===== config.mk =====
export PLATFORM = sky130hd
export DESIGN_NAME = step_sequencer
export DESIGN_NICKNAME = d
export VERILOG_FILES = /design/src/rtl/step_seq_pkg.sv /design/src/rtl/seq_pattern_mem.sv /design/src/rtl/step_sequencer.sv
export SDC_FILE = /design/constraint.sdc
export NUM_CORES = 1
export LEC_CHECK = 0
export CORE_MARGIN = 2
export CORE_UTILIZATION = 30
export CTS_CLUSTER_DIAMETER = 60
export DETAILED_ROUTE_END_ITERATION = 6
export DONT_BUFFER_PORTS = 1
export GPL_TIMING_DRIVEN = 0
export PLACE_DENSITY = 0.4
export SETUP_SLACK_MARGIN = 0.1
export SLEW_MARGIN = 30
export SYNTH_ARGS = -nofsm -noshare
export SYNTH_HDL_FRONTEND = slang
export SYNTH_SLANG_ARGS = --single-unit

===== constraint.sdc =====
create_clock -name clk -period 2.9 [get_ports clk]
set_clock_uncertainty 0.15 [all_clocks]
set_input_delay 0.29 -clock clk [delete_from_list [all_inputs] [get_ports clk]]
set_output_delay 0.29 -clock clk [all_outputs]
set_load 0.01 [all_outputs]

===== src/rtl/step_seq_pkg.sv =====
// Shared defaults, FSM state encoding and length clamping for the drum-machine
// step sequencer.
package step_seq_pkg;

    localparam int DEF_N_CH    = 4;
    localparam int DEF_N_STEPS = 8;

    typedef enum logic {
        ST_IDLE = 1'b0,
        ST_PLAY = 1'b1
    } seq_state_e;

    // A length of zero, or one beyond the grid, selects the full grid.
    function automatic int clamp_len(input int len, input int n_steps);
        if ((len == 0) || (len > n_steps)) begin
            return n_steps;
        end
        return len;
    endfunction

endpackage


===== src/rtl/seq_pattern_mem.sv =====
// N_CH x N_STEPS on/off grid: whole-row write port, combinational column read
// by step index.
module seq_pattern_mem
    import step_seq_pkg::*;
#(
    parameter  int N_CH    = DEF_N_CH,
    parameter  int N_STEPS = DEF_N_STEPS,
    localparam int CH_W    = (N_CH > 1) ? $clog2(N_CH) : 1,
    localparam int STEP_W  = $clog2(N_STEPS)
) (
    input  logic                clk,
    input  logic                reset,
    input  logic                i_wr_en,
    input  logic [CH_W-1:0]     i_wr_ch,
    input  logic [N_STEPS-1:0]  i_wr_pattern,
    input  logic [STEP_W-1:0]   i_rd_step,
    output logic [N_CH-1:0]     o_rd_col
);

    logic [N_STEPS-1:0] r_rows [N_CH];
    logic               w_wr_valid;

    // Channel codes beyond N_CH exist when N_CH is not a power of two.
    assign w_wr_valid = i_wr_en && (int'(i_wr_ch) < N_CH);

    always_ff @(posedge clk or posedge reset) begin
        if (reset) begin
            for (int c = 0; c < N_CH; c++) begin
                r_rows[c] <= '0;
            end
        end else if (w_wr_valid) begin
            r_rows[i_wr_ch] <= i_wr_pattern;
        end
    end

    always_comb begin
        o_rd_col = '0;
        for (int c = 0; c < N_CH; c++) begin
            o_rd_col[c] = r_rows[c][i_rd_step];
        end
    end

endmodule


===== src/rtl/step_sequencer.sv =====
// Pattern sequencer top: IDLE/PLAY FSM, step counter with latched bar length,
// and registered per-channel trigger and bar-wrap pulses.
module step_sequencer
    import step_seq_pkg::*;
#(
    parameter  int N_CH    = DEF_N_CH,
    parameter  int N_STEPS = DEF_N_STEPS,
    localparam int CH_W    = (N_CH > 1) ? $clog2(N_CH) : 1,
    localparam int STEP_W  = $clog2(N_STEPS),
    localparam int LEN_W   = $clog2(N_STEPS + 1)
) (
    input  logic                clk,
    input  logic                reset,
    input  logic                step_tick,
    input  logic                start,
    input  logic                stop,
    input  logic                wr_en,
    input  logic [CH_W-1:0]     wr_ch,
    input  logic [N_STEPS-1:0]  wr_pattern,
    input  logic [N_CH-1:0]     mute,
    input  logic [LEN_W-1:0]    length,
    output logic [N_CH-1:0]     trig,
    output logic [STEP_W-1:0]   step,
    output logic                playing,
    output logic                bar_pulse
);

    seq_state_e           r_state;
    logic [STEP_W-1:0]    r_step;
    logic [LEN_W-1:0]     r_len;
    logic [N_CH-1:0]      r_trig;
    logic                 r_bar;
    logic                 r_playing;

    logic [LEN_W-1:0]     w_len_clamped;
    logic [STEP_W-1:0]    w_next_step;
    logic [STEP_W-1:0]    w_rd_step;
    logic [N_CH-1:0]      w_mem_col;
    logic [N_CH-1:0]      w_col;
    logic                 w_rd_is_zero;

    assign w_len_clamped = LEN_W'(clamp_len(int'(length), N_STEPS));

    always_comb begin
        w_next_step = r_step + 1'b1;
        if ((int'(r_step) + 1) >= int'(r_len)) begin
            w_next_step = '0;
        end
    end

    // The column is read for the step being entered; a start always enters 0.
    assign w_rd_step    = start ? '0 : w_next_step;
    assign w_rd_is_zero = (w_rd_step == '0);
    assign w_col        = w_mem_col & ~mute;

    seq_pattern_mem #(
        .N_CH    (N_CH),
        .N_STEPS (N_STEPS)
    ) u_mem (
        .clk          (clk),
        .reset        (reset),
        .i_wr_en      (wr_en),
        .i_wr_ch      (wr_ch),
        .i_wr_pattern (wr_pattern),
        .i_rd_step    (w_rd_step),
        .o_rd_col     (w_mem_col)
    );

    always_ff @(posedge clk or posedge reset) begin
        if (reset) begin
            r_state   <= ST_IDLE;
            r_step    <= '0;
            r_len     <= LEN_W'(N_STEPS);
            r_trig    <= '0;
            r_bar     <= 1'b0;
            r_playing <= 1'b0;
        end else begin
            r_trig <= '0;
            r_bar  <= 1'b0;
            case (r_state)
                ST_IDLE: begin
                    if (start && !stop) begin
                        r_state   <= ST_PLAY;
                        r_playing <= 1'b1;
                        r_step    <= '0;
                        r_len     <= w_len_clamped;
                        r_trig    <= w_col;
                        r_bar     <= 1'b1;
                    end
                end
                ST_PLAY: begin
                    if (stop) begin
                        r_state   <= ST_IDLE;
                        r_playing <= 1'b0;
                        r_step    <= '0;
                    end else if (start) begin
                        r_step <= '0;
                        r_len  <= w_len_clamped;
                        r_trig <= w_col;
                        r_bar  <= 1'b1;
                    end else if (step_tick) begin
                        r_step <= w_next_step;
                        r_trig <= w_col;
                        r_bar  <= w_rd_is_zero;
                    end
                end
                default: begin
                    r_state   <= ST_IDLE;
                    r_playing <= 1'b0;
                    r_step    <= '0;
                end
            endcase
        end
    end

    assign trig      = r_trig;
    assign step      = r_step;
    assign playing   = r_playing;
    assign bar_pulse = r_bar;

endmodule


**Yosys cells after proc, flatten, opt, wreduce, memory -nomap -nowiden**

Index checks and enable logic that the tools add are counted.

- Multiplexer cells: 40
- Reductions and logical operators: 9
- Magnitude comparators: 5
- Shifts and indexed selects: 0
- Div/mod/pow operators: 0
- Add/sub/neg operators: 2
- Multiply operators: 0
- Bitwise logic cells: 4
- Equal/unequal tests: 5

Operator list:

| kind | number |
|---|---|
| $mux W4 | 9 |
| $bwmux W32 | 1 |
| $mux W3 | 6 |
| $demux W8 S2 | 1 |
| $pmux W4 S2 | 2 |
| $bmux W1 S3 | 4 |
| $mux W1 | 12 |
| $mux W8 | 1 |
| $ne A2 B2 Y1 const B | 4 |
| $pmux W1 S2 | 3 |
| $pmux W3 S2 | 1 |
| $add A3 B1 Y4 const B | 1 |
| $and A4 B4 Y4 | 1 |
| $ge A4 B4 Y1 | 1 |
| $gt A4 B4 Y1 const B | 1 |
| $logic_not A4 Y1 | 1 |
| $lt A3 B4 Y1 const B | 1 |
| $ne A4 B4 Y1 const B | 1 |
| $not A4 Y4 | 1 |
| $reduce_and A2 Y1 | 2 |
| $add A3 B1 Y3 const B | 1 |
| $ge A3 B3 Y1 const B | 1 |
| $logic_not A3 Y1 | 1 |
| $lt A3 B1 Y1 const B | 1 |
| other kinds (6) | 7 |

- Register bits after elaboration: 46
- Output and inout bits: 9
- Bits of input ports: 24
- Memories: 0
- Memory bits (read-only): 0
- Word-level logic and storage cells: 75
- Latch bits: 0
- RAM bits: 0

**Longest topological paths before layout**

Gate-level depths: netlist of run 1.

- Word-level depth: 11
- Mapped depth: 9
- Mapped depth without buffers: 7

**Hierarchy**

From an unflattened synthesis of run 1, not the netlist that was laid out.

- Cells, all modules: 156
- Area, all modules: 2,220.9 um^2

By module, submodules not included:

| module | sequential area each (um^2) | area each (um^2) | cells an instance | times used |
|---|---|---|---|---|
| seq_pattern_mem | 800.8 | 1,481.4 | 83 | 1 |
| step_sequencer | 351.6 | 739.5 | 73 | 1 |

**Least setup slack after synthesis of run 1**

OpenSTA, ideal clock, no wires.

- Path type: register -> register
- Start point: register r_step[0] (netlist: step[0])
- End point: register r_trig[1] (netlist: trig[1])
- Stages on the path, launching flop included: 10
- Path buffers: 3
- Path slack: 697 ps
- Arrival time: 1,954 ps
- Cell sequence: dfrtp_1 -> buf_4 -> buf_4 -> and3_1 -> ha_1 -> a211oi_2 -> o21a_1 -> buf_4 -> a21oi_1 -> a311oi_1

- Longest elaborated chain between the ends: 11
- Elaborated cells between the ends (all ways): 13

RTL lines:

| what | RTL line | text |
|---|---|---|
| start: declaration | step_sequencer.sv:29 | `logic [STEP_W-1:0] r_step;` |
| start signal: assignment | step_sequencer.sv:102 | `r_step <= w_next_step;` |
| $add A3 B1 Y4 | step_sequencer.sv:46 | `if ((int'(r_step) + 1) >= int'(r_len)) begin` |
| $ge A4 B4 Y1 | step_sequencer.sv:46 |  |
| $mux W3 (*) | step_sequencer.sv:46 |  |
| $mux W3 (*) | step_sequencer.sv:52 | `assign w_rd_step = start ? '0 : w_next_step;` |
| $bmux W1 S3 (*) | seq_pattern_mem.sv:39 | `o_rd_col[c] = r_rows[c][i_rd_step];` |
| $mux W1 (implied by the code) (*) | seq_pattern_mem.sv:39 |  |
| $and A4 B4 Y4 (*) | step_sequencer.sv:54 | `assign w_col = w_mem_col & ~mute;` |
| $mux W4 | step_sequencer.sv:101 | `end else if (step_tick) begin` |
| $mux W4 | step_sequencer.sv:96 | `end else if (start) begin` |
| $mux W4 | step_sequencer.sv:92 | `if (stop) begin` |
| $pmux W4 S2 (*) | step_sequencer.sv:80 | `case (r_state)` |
| end signal: assignment | step_sequencer.sv:87 | `r_trig <= w_col;` |
| end signal: assignment | step_sequencer.sv:99 | `r_trig <= w_col;` |
| end signal: assignment | step_sequencer.sv:103 | `r_trig <= w_col;` |
| end: declaration | step_sequencer.sv:31 | `logic [N_CH-1:0] r_trig;` |

Every way passes the cells marked *; elsewhere a longest branch is shown, timed or not. The select of a mux whose other input is x is not followed.
A chain may end at the register's enable or synchronous reset.

**Worst setup path in the final report of run 1**

Ends and elaborated chain as after synthesis.

==> flow_metrics.tcl, run 1 <==
set metrics [dict create \
    syn_nets 206 \
    hpwl_mm 3.75 \
    finalHoldViolCount 0 \
    slew_violations 0 \
    cp.arrival_ns 2.52 \
    grt_max_degree 30 \
    core-area_um2 7210 \
    drt.antenna.violating_nets 0 \
    grt_usage_pct 13.2 \
    grt_pass1_vias 1633 \
    diodes 0 \
    vias 1471 \
    grt_pass1_wl_mm 8.40 \
    die_y_um 90.0 \
    setup_ws_ns 0.426 \
    place.gp.congestion 0.762 \
    die_w_um 90.0 \
    ir_worst_vdd_v 0.000220 \
    cts_htree_levels 2 \
    synth_cell_types 38 \
    grt_antenna_before_repair 0 \
    status "finished clean" \
    syn_inst 177 \
    path_class "register to register" \
    relSlewSlack_pct 57.1 \
    ys_seq_area_share_pct 51.9 \
    clk_pin_slew_worst_paths_ns 0.08 \
    total_power_mw 1.56 \
    initial_core_util_pct 30.8 \
    cts_sinks 46 \
    fillers 725 \
    max_slew.worst_pin.slew_ns 0.643 \
    most-common-layout-cells "dfrtp_1, mux2_2, dlygate4sd3_1, nor3_1, o21ai_0" \
    synthArstFlopShare_pct 100 \
    placementRows 31 \
    crit_end "trig[1]" \
    ios 33 \
    cts_tree "yes" \
    min_period_over_period_pct 85.3 \
    finalSetupViolCount 0 \
    hp-class "input port to register" \
    p_sw_mw 0.405 \
    maxCapViolations 0 \
    die-area_um2 8110 \
    r2r_start "step[0]" \
    drt_iter0_markers 34 \
    ys.flop_type "dfrtp_1" \
    netlist_area_um2 2220 \
    syn_area_per_cell_um2 12.5 \
    yosysWarnings 0 \
    wl_met2_mm 2.55 \
    first_pass_iters 3 \
    leakagePower_nw 1.09 \
    cts_resized 0 \
    area_delta_synth_final_pct 18.1 \
    crit_required_ns 2.95 \
    highest_layer "met4" \
    pwr-share-comb_pct 19.4 \
    drc 0 \
    worstSetupStartpoint "step[0]" \
    detail_route.wl_per_cell_um 16.7 \
    final_common_cell "dfrtp_1" \
    portBuffers 0 \
    reg2regPathDepth 9 \
    rrSetupSlack_ns 0.43 \
    routed_wl_mm 5.00 \
    pwr-share-clk_pct 29.1 \
    crit_path_max_fanout 10 \
    fmax_ghz 0.404 \
    clockBufferDepth 2 \
    finalSetupTns_ns 0 \
    drive_gt1_share_pct 27.5 \
    share_seq_of_total_power_pct 51.5 \
    place_ws_ns 0.430 \
    p_per_area_nw_per_um2 593 \
    vias_per_cell 4.92 \
    critPathLaunchType "register" \
    cts_setup_buffers 0 \
    insertion_delay_ns 0.30 \
    synth.ff_latch_count 46 \
    rsz0062_at_grt "false" \
    synth-edff-count 0 \
    utilization_pct 36.4 \
    internal-power_mw 1.15 \
    worstReg2RegEnd "trig[1]" \
    holdBufCountCts 14 \
    m1WireLength_mm 2.20 \
    root_buffer "clkbuf_8" \
    numCtsBuffers 5 \
    end_kind "register" \
    met3WireLength_um 185 \
    fin_nets 228 \
    swShare_pct 26.0 \
    period_needed_ns 2.47 \
    grt_overflow_total 0 \
]
## sequential cells by signal, indices dropped and copies added (netlist names)
register	cells
playing	1
step	3
trig	4
bar_pulse	1
r_len	4
u_mem.r_rows	32
r_state	1
## Yosys cell counts (2+ instances only)
cell	n	share of area [%]
nand3b_1	3	1.0
a211oi_1	5	1.7
a32o_1	2	0.90
nor3_1	10	2.3
ha_1	5	2.8
nor2_1	5	0.85
or3_1	3	0.85
mux4_2	3	3.0
nand2_1	4	0.68
inv_1	6	1.0
mux2i_1	3	1.4
nand3_1	2	0.45
and2_1	2	0.56
nand2b_1	6	1.7
o21ai_0	9	2.0
a21oi_1	8	1.8
dfrtp_1	45	51
buf_4	4	1.4
mux2_2	32	16
clkbuf_1	2	0.34
## power by group through the flow
| stage | Combinational (mW) | Sequential [mW] | Clock, mW |
|---|---|---|---|
| after floorplan | 0.230 | 0.793 | 0 |
| after global placement | 0.275 | 0.810 | 0 |
| after detailed placement | 0.289 | 0.815 | 0 |
| after CTS | 0.309 | 0.801 | 0.474 |
| after global routing | 0.337 | 0.813 | 0.497 |
| final | 0.302 | 0.800 | 0.453 |
## worst max-delay path, stage by stage, from the launching register on
cell      delay [ns]
dfrtp_1         0.47
buf_4           0.22
buf_4           0.19
and3_1          0.19
ha_1            0.30
a211oi_2        0.23
o21a_1          0.15
buf_4           0.16
a21oi_1         0.07
a311oi_1        0.25
## worst min-delay path by stage
| stage | from | endpoint | slack (ns) | cells after the start |
|---|---|---|---|---|
| floorplan | start | r_state | 0.27 | 2 |
| CTS | length[1] | r_len[1] | 0.001 | 2 |
| global placement | start | r_state | 0.28 | 2 |
| detailed placement | reset | r_len[1] | 0.15 | 1 |
| global route | length[0] | r_len[0] | 0.02 | 2 |
| finish | length[1] | r_len[1] | 0.007 | 2 |
## layout make-up
cell class                      instances  area, um2  share of cell area, %
Sequential cell                        46       1150                   43.9
Multi-Input combinational cell        117        992                   37.8
Timing Repair Buffer                   15        168                   6.39
Tap cell                               99        124                   4.72
Clock buffer                            8        110                   4.20
Buffer                                  8       53.8                   2.05
Inverter                                6       22.5                  0.859
## metrics by stage
stage / cell area [um2] / hold slack (ns) / std cells
5_1_grt: 2620 / 0.0182 / 299
4_1_cts: 2620 / 0.00116 / 299
3_3_place_gp: 2340 / 0.281 / 276
2_1_floorplan: 2220 / 0.270 / 177
6_report: 2620 / 0.00651 / 299
3_5_place_dp: 2370 / 0.151 / 277
## layer usage
layer  track usage (%)  up-vias
met3              3.19        5
met5                 0        -
met1              16.3      746
met4              4.23        0
met2              22.7       25
li1                  -      695
## cells by family after synthesis
group	synth area share [%]
AND/OR/NAND/NOR	10.4
flip-flops	51.9
AO/OA/AOI/OAI	9.30
adder cells (fa/ha/maj)	2.82
XOR/XNOR	0.394
buffers and inverters	3.44
multiplexers	21.8
Power figures use the tool's default switching activity.
==> run 2, diff against run 1 <==
SYNTH_HIERARCHICAL = 1   (was not set)
==> run 2 against run 1 <==
The flow now finishes with violations (setup timing). Die area did not move. Sequential share of layout area fell by 1.6 points. Sequential power barely moved. Wire length fell by 6.7%. Clock-buffer cell count fell by 1. Worst hold slack improved by 0.015 ns. Register-to-register slack got worse by 0.47 ns. Fmax fell by 16%.
==> flow_metrics.tcl, run 2 <==
set metrics [dict create \
    drt.antenna.violating_nets 0 \
    place.gp.congestion 0.805 \
    die_y_um 90.0 \
    first_pass_iters 4 \
    pwr-share-comb_pct 19.7 \
    synth-edff-count 0 \
    fillers 727 \
    yosysMostFrequentCell "dfrtp_1" \
    setup_ws_ns -0.0396 \
    finalHoldViolCount 0 \
    hp-class "input port to register" \
    clk_pin_slew_worst_paths_ns 0.08 \
    grt_max_degree 33 \
    share_seq_of_total_power_pct 50.8 \
    slew_violations 0 \
    largest_register_ffs 32 \
    hpwl_mm 3.45 \
    finalSetupViolCount 4 \
    cts_sinks 46 \
    ys_seq_area_share_pct 51.9 \
    p_sw_mw 0.381 \
    fin_hold_ws_ns 0.0217 \
    period_needed_ns 2.94 \
    clockBufferDepth 2 \
    numCtsBuffers 5 \
    yosys.area.top_type "dfrtp_1" \
    ios 33 \
    seq_area_um2 1150 \
    area_delta_synth_final_pct 22.9 \
    swShare_pct 24.2 \
    core-area_um2 7210 \
    top_register "u_mem/r_rows" \
    vias 1339 \
    syn_nets 185 \
    final_common_cell "dfrtp_1" \
    crit_required_ns 2.91 \
    root_buffer "clkbuf_8" \
    pwr-share-clk_pct 29.5 \
    grt_overflow_total 0 \
    ys.flop_type "dfrtp_1" \
    cts_htree_levels 2 \
    synthArstFlopShare_pct 100 \
    syn_area_per_cell_um2 14.2 \
    fin_area_um2 2730 \
    diodes 0 \
    max_slew.worst_pin.slew_ns 0.695 \
    portBuffers 0 \
    min_period_over_period_pct 101 \
    placementRows 31 \
    maxCapViolations 0 \
    p_per_area_nw_per_um2 578 \
    postPlaceCellArea_um2 2340 \
    die-area_um2 8110 \
    finalSetupTns_ns -0.129 \
    fmax_ghz 0.340 \
    synthTopCellsByCount "dfrtp_1, mux2_2, inv_1, mux4_1, nand2_1" \
    path_class "register to register" \
    ir_worst_vdd_v 0.000212 \
    grt_antenna_before_repair 0 \
    grt_pass1_wl_mm 7.64 \
    violations "setup timing" \
    grt_pass1_vias 1427 \
    utilization_pct 37.8 \
    crit_path_max_fanout 8 \
    leakagePower_nw 1.13 \
    drc 0 \
    yosysWarnings 6 \
    vias_per_cell 4.73 \
    status "finished, violations left" \
    routed_wl_mm 4.67 \
    insertion_delay_ns 0.29 \
    most-common-layout-cells "dfrtp_1, mux2_2, dlygate4sd3_1, mux4_2, nand2_1" \
    relSlewSlack_pct 53.6 \
    rsz0062_at_grt "true" \
    end_kind "register" \
    netlist.area_leader.share_pct 50.7 \
    cts_tree "yes" \
    grt_usage_pct 12.1 \
    die_w_um 90.0 \
    synth.area.top_cells "dfrtp_1, mux2_2, mux4_1, ha_1, buf_6" \
    synth_cell_types 28 \
    multi_input_area_um2 1080 \
    internal-power_mw 1.20 \
    initial_core_util_pct 30.8 \
    drive_gt1_share_pct 42.4 \
    total_power_mw 1.58 \
    cp.arrival_ns 2.95 \
    detail_route.wl_per_cell_um 16.5 \
    syn_inst 156 \
    critPathLaunchType "register" \
    drt_iter0_markers 27 \
    netlist_area_um2 2220 \
    synth.ff_latch_count 46 \
    fin_nets 212 \
]
## run 2: changes by cell type in the layout (fill, tap and decap cells not counted), sizes merged, moves of 4 or more
| cell | change |
|---|---|
| o21ai | -4 |
| nor3 | -7 |
| mux2 | +4 |
| a21oi | -6 |
| a211oi | -4 |
| nor4b | +4 |
| mux4 | +4 |
## run 2: layout make-up
cell class | count | area share, %
buffer | 4 | 1.65
clock buffer | 7 | 2.80
clock inverter | 1 | 1.10
inverter | 8 | 1.10
multi-input combinational | 98 | 39.6
sequential | 46 | 42.3
tap | 99 | 4.54
timing repair buffer | 20 | 6.97
## run 2: cells by family after synthesis
logic type | Yosys count | synth area share [%]
AO/OA/AOI/OAI | 16 | 4.96
AND/OR/NAND/NOR | 33 | 9.24
flip-flops | 46 | 51.9
multiplexers | 44 | 27.7
adder cells (fa/ha/maj) | 5 | 2.82
buffers and inverters | 12 | 3.38
## run 2: what timing repair did
item,CTS,global route
endpoints found under the setup margin,4,4
hold endpoints to repair,84,0
buffers inserted,3,1
pin swaps,4,3
resized for setup,16,1
hold buffers,16,0
## run 2: final timing paths
kind / startpoint / to / slack [ns] / cells after the start
max in group asynchronous: reset / u_mem/r_rows[16] / 1.71 / 2
worst min register to register: r_len[1] / r_len[1] / 0.35 / 2
worst max register to register: step[0] / trig[2] / -0.04 / 12
worst max-delay path: step[0] / trig[2] / -0.04 / 12
worst min-delay path: length[1] / r_len[1] / 0.02 / 2
min in group asynchronous: reset / trig[3] / 0.38 / 2
## run 2: power groups by stage
stage	combinational (mW)	clock, mW	sequential, mW
finish	0.311	0.465	0.802
CTS	0.317	0.487	0.802
floorplan	0.217	0	0.792
global route	0.340	0.510	0.815
detailed placement	0.258	0	0.816
global placement	0.253	0	0.812
## run 2: per-layer routing
| metal | global-route usage, % | wire length, um | up-vias |
|---|---|---|---|
| li1 | - | - | 624 |
| met2 | 19.9 | 2200 | 34 |
| met3 | 3.60 | 240 | 6 |
| met1 | 15.6 | 2170 | 675 |
| met5 | 0 | 0 | - |
| met4 | 3.46 | 57 | 0 |
## run 2: metrics by stage
step,std cells,setup WS [ns]
finish,283,-0.0396
global route,283,-0.201
floorplan,156,0.0834
detailed placement,255,-0.193
CTS,282,-0.123
global placement,255,-0.181
## run 2: critical path, cell delays in order (launching register included)
cell and delay (ns):
dfrtp_2 0.50, ha_4 0.19, nand2b_4 0.13, and2_4 0.15
inv_2 0.06, ha_4 0.19, o211ai_1 0.09, o21ai_2 0.10
nor2_2 0.13, buf_6 0.17, mux4_2 0.52, mux2_4 0.29
nor4b_4 0.13
==> run 3, diff against run 2 <==
ABC_AREA = 1   (was not set)
==> run 3 against run 2 <==
The run now ends clean. Non-clock buffer count is the same. Sequential cell count is the same. Core utilization decreased by 1.2 points. Worst hold slack worse by 0.0034 ns. Via count increased by 45%. First-iteration DRC count rose to 3.0 times the previous value. Combinational power increased by 54%. Register-to-register slack improved by 0.25 ns. Sequential power shrank 2%. Critical path type unchanged.
==> flow_metrics.tcl, run 3 <==
set metrics [dict create \
    status "finished clean" \
    drive_gt1_share_pct 24.4 \
    relSlewSlack_pct 54.6 \
    cts_htree_levels 2 \
    cp.arrival_ns 2.73 \
    swShare_pct 33.4 \
    ir_worst_vdd_v 0.000227 \
    period_needed_ns 2.69 \
    drc 0 \
    root_buffer "clkbuf_8" \
    top_register "u_mem/r_rows" \
    rsz0062_at_grt "true" \
    grt_use_met3_pct 3.08 \
    initial_core_util_pct 30.8 \
    cts_sinks 46 \
    end_kind "register" \
    finalSetupTns_ns 0 \
    drt.antenna.violating_nets 0 \
    diodes 0 \
    synth_cell_types 27 \
    min_period_over_period_pct 92.8 \
    grt_antenna_before_repair 0 \
    maxCapViolations 0 \
    synth.area.top_cells "dfrtp_1, nand2_1, inv_1, o21ai_2, nand3_1" \
    pwr-share-clk_pct 23.0 \
    fillers 891 \
    vias_per_cell 4.36 \
    most-common-layout-cells "nand2_1, inv_1, dfrtp_1, o21ai_2, nand3_1" \
    synth-edff-count 0 \
    hp-class "input port to register" \
    grt_pass1_wl_mm 9.68 \
    grt_overflow_total 0 \
    core-area_um2 8180 \
    vias 1938 \
    multi_input_area_um2 1140 \
    ys_seq_area_share_pct 45.8 \
    synthArstFlopShare_pct 100 \
    fin_nets 369 \
    numCtsBuffers 5 \
    ys.flop_type "dfrtp_1" \
    insertion_delay_ns 0.29 \
    leakagePower_nw 1.58 \
    met2_usage_pct 22.3 \
    grt_usage_pct 13.9 \
    crit_required_ns 2.94 \
    area_delta_synth_final_pct 18.9 \
    grt_busiest_layer "met2" \
    finalSetupViolCount 0 \
    syn_area_per_cell_um2 7.94 \
    syn_nets 346 \
    drt_iter0_markers 82 \
    clockBufferDepth 2 \
    netlist_area_um2 2520 \
    use_met1_pct 19.3 \
    cts_tree "yes" \
    syn_inst 317 \
    slew_violations 0 \
    setup_ws_ns 0.210 \
    crit_path_max_fanout 8 \
    detail_route.wl_per_cell_um 13.3 \
    worst_path_most_repeated_cell "nand2_1" \
    p_per_area_nw_per_um2 549 \
    synthTopCellsByCount "nand2_1, inv_1, dfrtp_1" \
    die_y_um 95.6 \
    max_stage_delay_ns 0.48 \
    synth.ff_latch_count 46 \
    seq_area_um2 1150 \
    final_common_cell "nand2_1" \
    p_sw_mw 0.549 \
    yosysMostFrequentCell "nand2_1" \
    ios 33 \
    finalHoldViolCount 0 \
    hpwl_mm 4.36 \
    largest_register_ffs 32 \
    pwr-share-comb_pct 29.2 \
    grt_pass1_vias 1887 \
    die-area_um2 9140 \
    fin_hold_ws_ns 0.0183 \
    postPlaceCellArea_um2 2650 \
    clk_pin_slew_worst_paths_ns 0.08 \
    share_seq_of_total_power_pct 47.8 \
    fin_area_um2 2990 \
    routed_wl_mm 5.91 \
    place_ws_ns -0.0246 \
    netlist.area_leader.share_pct 44.7 \
    first_pass_iters 4 \
    die_w_um 95.6 \
    place.gp.congestion 0.807 \
    critPathLaunchType "register" \
    fmax_ghz 0.372 \
    path_class "register to register" \
    max_slew.worst_pin.slew_ns 0.680 \
    yosys.area.top_type "dfrtp_1" \
    yosysWarnings 6 \
    grt_max_degree 33 \
    slowest_stage "dfrtp_2" \
    worstPathCellList "ha_4 -> xnor2_2 -> inv_1 -> ha_1 -> nand2_1 -> inv_2 -> nand2_2 -> nand3_4 -> nor3_4 -> buf_6 -> clkinvlp_4 -> nand3_2 -> nand2_1 -> nand2_1 -> nand2_1 -> o21ai_2 -> nor2_1" \
    portBuffers 0 \
    placementRows 33 \
    internal-power_mw 1.10 \
]
[run 3: changes by cell type in the layout (fill, tap and decap cells not counted), moves of 5 or more]
cell and change:
o21ai_2 +29, nand3_1 +12, mux2_2 -32, nand3_2 +10, mux4_2 -8, nand2b_1 -5, dlygate4sd3_1 -7, o21ai_1 +9
nand2_1 +91, nor2_1 +6, inv_1 +54
[run 3: cell families (layout without fill, tap and decap cells)]
| family | after synthesis | after routing | share of synthesized area, % |
|---|---|---|---|
| DFF | 46 | 46 | 45.8 |
| xor gates and xnor gates | 1 | 1 | 0.348 |
| AOI/OAI and AO/OA | 47 | 47 | 13.7 |
| buffers and inverters | 75 | 98 | 13.4 |
| adders and majority gates | 5 | 5 | 2.49 |
| and+or+nand+nor | 143 | 143 | 24.4 |
[run 3: cell type report]
class	count	share of cell area [%]
sequential	46	38.5
buffer	8	2.88
timing repair buffer	16	4.68
inverter	67	8.70
multi-input combinational	196	38.3
clock buffer	7	2.55
tap	105	4.39
[run 3: critical path, delay by kind of cell, from the launching register on]
kind,cells,cell delay [ns]
xor+xnor,1,0.17
compound gates,1,0.06
fa+ha+maj,2,0.45
buf+inv,4,0.45
flops,1,0.48
simple gates,9,0.81
[run 3: path summary, 6_finish.rpt]
path                                 start               end  depth (start not counted)  slack (ns)
max in group asynchronous            reset  u_mem/r_rows[17]                          2        1.73
max reg2reg                        step[0]           trig[3]                         17        0.21
min in group asynchronous            reset          r_len[2]                          2        0.37
max                                step[0]           trig[3]                         17        0.21
min                              length[3]          r_len[0]                          3        0.02
min reg2reg                u_mem/r_rows[5]   u_mem/r_rows[5]                          2        0.33
[run 3: routing by layer]
layer,vias up,routed length (um)
met5,-,0
met3,2,188
met1,888,2930
met2,31,2750
met4,0,34
li1,1017,-
[run 3: repair_timing]
action                                  in CTS  in global routing
hold buffers                                 9                  0
resized for setup                            4                 25
hold endpoints to repair                    53                  0
buffers inserted                             0                  6
endpoints found under the setup margin       4                  4
pin swaps                                    0                 14
gates cloned                                 0                  1
[run 3: power by group through the flow]
| stage | clock [mW] | sequential (mW) | combinational [mW] |
|---|---|---|---|
| finish | 0.379 | 0.786 | 0.479 |
| global route | 0.428 | 0.800 | 0.548 |
| CTS | 0.403 | 0.786 | 0.421 |
| detailed placement | 0 | 0.798 | 0.406 |
| global placement | 0 | 0.796 | 0.409 |
| floorplan | 0 | 0.784 | 0.327 |
[run 3: stage by stage]
step | cells | util [%] | power (mW)
6_report | 445 | 36.6 | 1.64
5_1_grt | 445 | 36.6 | 1.78
4_1_cts | 438 | 34.6 | 1.61
3_5_place_dp | 422 | 32.4 | 1.20
3_3_place_gp | 422 | 32.4 | 1.20
2_1_floorplan | 317 | - | 1.11
